`src/rtl/radix2_nonrestoring_divider.sv`:
```
// Iterative signed divider: radix-2 non-restoring magnitude core with sign fix-up.
// Truncating quotient/remainder; divide-by-zero and MIN/-1 are flagged and resolved in one cycle.
module radix2_nonrestoring_divider #(
    parameter int WIDTH       = 8,
    parameter bit CHECK_PARAM = 1
) (
    input  logic             clk,
    input  logic             rst_n,
    input  logic             start,
    input  logic [WIDTH-1:0] dividend,
    input  logic [WIDTH-1:0] divisor,
    output logic             busy,
    output logic             done,
    output logic [WIDTH-1:0] quotient,
    output logic [WIDTH-1:0] remainder,
    output logic             div_by_zero,
    output logic             overflow
);

    if (CHECK_PARAM && WIDTH < 2) begin : g_chk
        $fatal(1, "radix2_nonrestoring_divider: WIDTH must be >= 2");
    end

    localparam int CW = ($clog2(WIDTH) < 1) ? 1 : $clog2(WIDTH);
    localparam logic [CW-1:0]    LAST    = CW'(WIDTH - 1);
    localparam logic [WIDTH-1:0] MIN_VAL = {1'b1, {(WIDTH-1){1'b0}}};

    typedef enum logic [1:0] {IDLE, CALC, FIX} state_t;
    typedef enum logic [1:0] {K_NORM, K_DBZ, K_OVF} kind_t;

    state_t state, state_nx;
    kind_t  kind;

    logic [WIDTH:0]   p;
    logic [WIDTH-1:0] q, d;
    logic [CW-1:0]    cnt;
    logic             sign_dd, sign_dv;

    logic             is_dbz, is_ovf;
    logic [WIDTH:0]   p_sh, p_step;
    logic [WIDTH-1:0] r_mag;

    assign is_dbz = (divisor == '0);
    assign is_ovf = (dividend == MIN_VAL) && (divisor == '1);

    // One non-restoring step; p[WIDTH] is the sign of the partial remainder.
    assign p_sh   = {p[WIDTH-1:0], q[WIDTH-1]};
    assign p_step = p[WIDTH] ? p_sh + {1'b0, d} : p_sh - {1'b0, d};
    // Restored remainder is in [0, D), so WIDTH-bit arithmetic is exact.
    assign r_mag  = p[WIDTH] ? p[WIDTH-1:0] + d : p[WIDTH-1:0];

    always_ff @(posedge clk or negedge rst_n) begin
        if (!rst_n) state <= IDLE;
        else        state <= state_nx;
    end

    always_comb begin
        state_nx = state;
        case (state)
            IDLE:    if (start) state_nx = (is_dbz || is_ovf) ? FIX : CALC;
            CALC:    if (cnt == LAST) state_nx = FIX;
            FIX:     state_nx = IDLE;
            default: state_nx = IDLE;
        endcase
    end

    always_comb begin
        busy = (state != IDLE);
    end

    always_ff @(posedge clk or negedge rst_n) begin
        if (!rst_n) begin
            kind        <= K_NORM;
            p           <= '0;
            q           <= '0;
            d           <= '0;
            cnt         <= '0;
            sign_dd     <= 1'b0;
            sign_dv     <= 1'b0;
            done        <= 1'b0;
            quotient    <= '0;
            remainder   <= '0;
            div_by_zero <= 1'b0;
            overflow    <= 1'b0;
        end else begin
            done <= 1'b0;
            case (state)
                IDLE: if (start) begin
                    sign_dd <= dividend[WIDTH-1];
                    sign_dv <= divisor[WIDTH-1];
                    // Special cases keep the raw dividend in q for the div-by-zero remainder.
                    if (is_dbz || is_ovf) q <= dividend;
                    else q <= dividend[WIDTH-1] ? -dividend : dividend;
                    d    <= divisor[WIDTH-1] ? -divisor : divisor;
                    p    <= '0;
                    cnt  <= '0;
                    kind <= is_dbz ? K_DBZ : (is_ovf ? K_OVF : K_NORM);
                end
                CALC: begin
                    p   <= p_step;
                    q   <= {q[WIDTH-2:0], ~p_step[WIDTH]};
                    cnt <= cnt + CW'(1);
                end
                FIX: begin
                    done <= 1'b1;
                    case (kind)
                        K_DBZ: begin
                            quotient    <= '1;
                            remainder   <= q;
                            div_by_zero <= 1'b1;
                            overflow    <= 1'b0;
                        end
                        K_OVF: begin
                            quotient    <= MIN_VAL;
                            remainder   <= '0;
                            div_by_zero <= 1'b0;
                            overflow    <= 1'b1;
                        end
                        default: begin
                            quotient    <= (sign_dd ^ sign_dv) ? -q : q;
                            remainder   <= sign_dd ? -r_mag : r_mag;
                            div_by_zero <= 1'b0;
                            overflow    <= 1'b0;
                        end
                    endcase
                end
                default: ;
            endcase
        end
    end

endmodule

```
`config.mk`:
```
export PLATFORM = sky130hd
export DESIGN_NAME = radix2_nonrestoring_divider
export DESIGN_NICKNAME = d
export VERILOG_FILES = /design/src/rtl/radix2_nonrestoring_divider.sv
export SDC_FILE = /design/constraint.sdc
export NUM_CORES = 1
export LEC_CHECK = 0
export ABC_AREA = 1
export CORE_MARGIN = 5
export CORE_UTILIZATION = 52
export CTS_BUF_LIST = sky130_fd_sc_hd__clkbuf_8 sky130_fd_sc_hd__clkbuf_16
export CTS_CLUSTER_DIAMETER = 30
export CTS_CLUSTER_SIZE = 25
export DETAILED_ROUTE_END_ITERATION = 16
export GPL_ROUTABILITY_DRIVEN = 0
export PLACE_DENSITY = 0.77
export SLEW_MARGIN = 20
export SYNTH_ARGS = -nofsm -noshare
export SYNTH_HDL_FRONTEND = slang
export SYNTH_SLANG_ARGS = --single-unit
```
`constraint.sdc`:
```
create_clock -name clk -period 2.2 [get_ports clk]
set_clock_uncertainty 0.1 [all_clocks]
set_input_delay 0.33 -clock clk [delete_from_list [all_inputs] [get_ports clk]]
set_output_delay 0.33 -clock clk [all_outputs]
set_load 0.01 [all_outputs]
```
==> summary.txt <==
adder-cell share of the synthesized area - 0.0952
mapped cell area - 0.00371 mm2
status - finished with violations
largest family of logic cells by synthesized area - simple AND/OR/NAND/NOR gates
Hold Crit Class - in -> async
Routed WL - 10,200 um
crit path DAT - 2.62 ns
initial antenna violation count - 0
min cycle time layout - 2.51 ns
CTS tree - done
flops & latches, synth - 53
required time of the critical path - 2.31 ns
failing checks - setup timing
Worst Path Max Fanout - 3
filler cell count - 539
Crit Path Class - reg -> reg
CP Launch Point - d[1]$_DFFE_PN0P_
RSZ-0062 raised after global routing - true
gr usage total - 0.226
post-synthesis mux area share - 0
P_leak - 2.36 nW
final setup violation count - 10
Final period util - 1.14
non-filler instance count after layout - 689
Final Max Slew Viols - 0
dpl cell area - 0.00451 mm2
nets@finish - 638
first-pass GRT wire length - 16,000 um
FF-to-FF End - q[0]$_DFFE_PN0P_
XOR/XNOR Fraction of Synth Area - 0.0422
Port Buffers - 38
Avg Synthesized Cell Area - 7.37 um2
Syn-to-layout area delta - 32.0%
CTS Hold Buffers Added - 0
FP Rows - 30
via/cell ratio - 5.49
die area - 0.00892 mm2
Peak VDD IR - 984 uV
pin count of the biggest net entering global routing - 54
reg2reg path depth - 15
Setup crit end kind - flip-flop
sequential-to-total area share from yosys stat - 0.358
register-to-register setup slack - -0.31 ns
Starting Density - 0.540
endpoints failing hold - 0
cell count after synthesis - 503
hpwl dp - 7120 um
Most used DFF post-synth - dfrtp_1
FF-to-FF Start - d[1]$_DFFE_PN0P_
Post-synth EDFFs - 0
vias after detailed routing - 3,783
Skew-Pair Late Insertion Delay - 0.32 ns
Syn Nets - 549
Die X - 94.4 um
initial DRC count - 304
fraction of registers with async set/reset - 1.00
library cells used by synthesis - 39
Die H - 94.4 um
post-synthesis compound-gate area fraction - 0.177
CTS sink cnt - 53
post-route cell area - 0.00489 mm2
Placed Cells - 671
post-route ant nets - 0
wire per inst - 14.8 um
max_cap viols - 0
DRC violations left - 0
vias in the first global route - 3,466
warnings from Yosys - 0
Peak Freq - 399 MHz
grt total ovfl - 0
n_diodes - 0
PD cells - 1920 mW/mm2
relative slew slack - 0.542
drt pass-1 iters - 5
Longest Clk Path Bufs - 2
setup ws final - -0.308 ns
worst slew pin tran - 0.687 ns
crit path launch type - flip-flop
Critical Path End - q[0]$_DFFE_PN0P_
# H-tree levels - 2
core area - 0.00687 mm2
I/O Pins - 39
Root Driver - clkbuf_8
share of cells above drive strength 1 - 0.223
Worst-path clk slew - 0.11 ns
CTS buffer count - 5
Post-Synth Simple-Gate Area - 0.243
-- per-layer routing --
metal | up-vias | wire length [um] | global-route usage | share of wire
li1 | 1848 | - | - | -
met1 | 1753 | 4180 | 0.298 | 0.41
met2 | 155 | 4990 | 0.390 | 0.49
met3 | 27 | 747 | 0.0287 | 0.073
met4 | 0 | 240 | 0.0602 | 0.024
met5 | - | 0 | 0 | 0
-- cell usage in the layout (no fill, tap or decap), drive strengths merged, types with 25 or more instances in the layout --
cell            n
inv            66
o21ai          39
dfrtp          53
nand3          33
ha             25
nand2          99
buf            59
nor2           60
clkdlybuf4s50  37
a21oi          42
-- power breakdown --
group | internal, W | total (W) | switching (W)
Clock | 0.000227 | 0.000582 | 0.000355
Combinational | 0.00318 | 0.00688 | 0.00370
Sequential | 0.00144 | 0.00191 | 0.000477
Total | 0.00484 | 0.00938 | 0.00454
-- layout make-up --
class                   count  area (um2)  share of cell area
clock buffers               5        68.8              0.0141
inverters                  68         255              0.0522
multi-input cells         368        2280               0.465
well taps                  96         120              0.0246
clock inverters             3        21.3             0.00435
flip-flops and latches     53        1330               0.271
repair buffers             96         822               0.168
-- what timing repair did --
item                                    CTS  global route
gates resized for setup                   8            48
setup buffers                             5             7
endpoints found under the setup margin   11            13
pin swaps                                14            22
-- Yosys cell counts, types with 9 or more instances --
master   instances  share of area
nor3_1           9          0.012
nor2_1          56          0.057
nand3_1         30          0.040
nand2_1         99           0.10
o21ai_1         16          0.022
a21oi_1         41          0.055
inv_1           58          0.059
o21ai_0         22          0.030
xor2_1          11          0.026
dfrtp_1         53           0.36
ha_1            25          0.084
-- worst min path at each step --
stage                               startpoint                       end  slack, ns  depth (start not counted)
after floorplan                          rst_n        cnt[0]$_DFFE_PN0P_      -0.07                          0
after global placement    overflow$_DFFE_PN0P_      overflow$_DFFE_PN0P_       0.36                          2
after detailed placement  overflow$_DFFE_PN0P_      overflow$_DFFE_PN0P_       0.37                          2
after CTS                                rst_n  remainder[7]$_DFFE_PN0P_       0.05                          2
after global routing                     rst_n          p[5]$_DFFE_PN0P_       0.09                          2
final                                    rst_n          p[5]$_DFFE_PN0P_      0.005                          2
-- worst max-delay path, cell delays in order, from the launching register on --
cell and delay (ns):
dfrtp_1 0.42, inv_2 0.08, ha_4 0.27, inv_2 0.03
o21ai_2 0.13, inv_2 0.07, fa_2 0.39, nor2_2 0.10
o21ai_1 0.09, nand2_1 0.15, buf_6 0.12, a21oi_4 0.06
a21oi_2 0.16, o21ai_2 0.09, nand2_1 0.06, o21ai_1 0.06
-- registers in the layout, indices dropped and copies added (netlist names), 2 cells and up --
| signal | count |
|---|---|
| remainder | 8 |
| state | 2 |
| p | 9 |
| quotient | 8 |
| q | 8 |
| d | 8 |
| kind | 2 |
| cnt | 3 |
-- per-stage QoR --
step,util,setup WS (ns),hold slack [ns],total power (W),TNS (ns)
after floorplan,-,-0.0266,-0.0656,0.00548,-0.0825
after global placement,0.657,-0.161,0.358,0.00731,-0.952
after detailed placement,0.657,-0.246,0.375,0.00750,-1.92
after CTS,0.681,-0.138,0.0545,0.00833,-0.590
after global routing,0.712,-0.392,0.0920,0.0102,-2.41
final,0.712,-0.308,0.00460,0.00938,-1.30
-- kinds of logic (layout without fill, tap and decap cells) --
kind of cell,after synthesis,in the layout
adders and majority gates,27,27
buffers and inverters,82,172
AOI/OAI and AO/OA,113,113
xor gates and xnor gates,17,17
and+or+nand+nor,211,211
DFF,53,53
(Power assumes the default switching activity.)
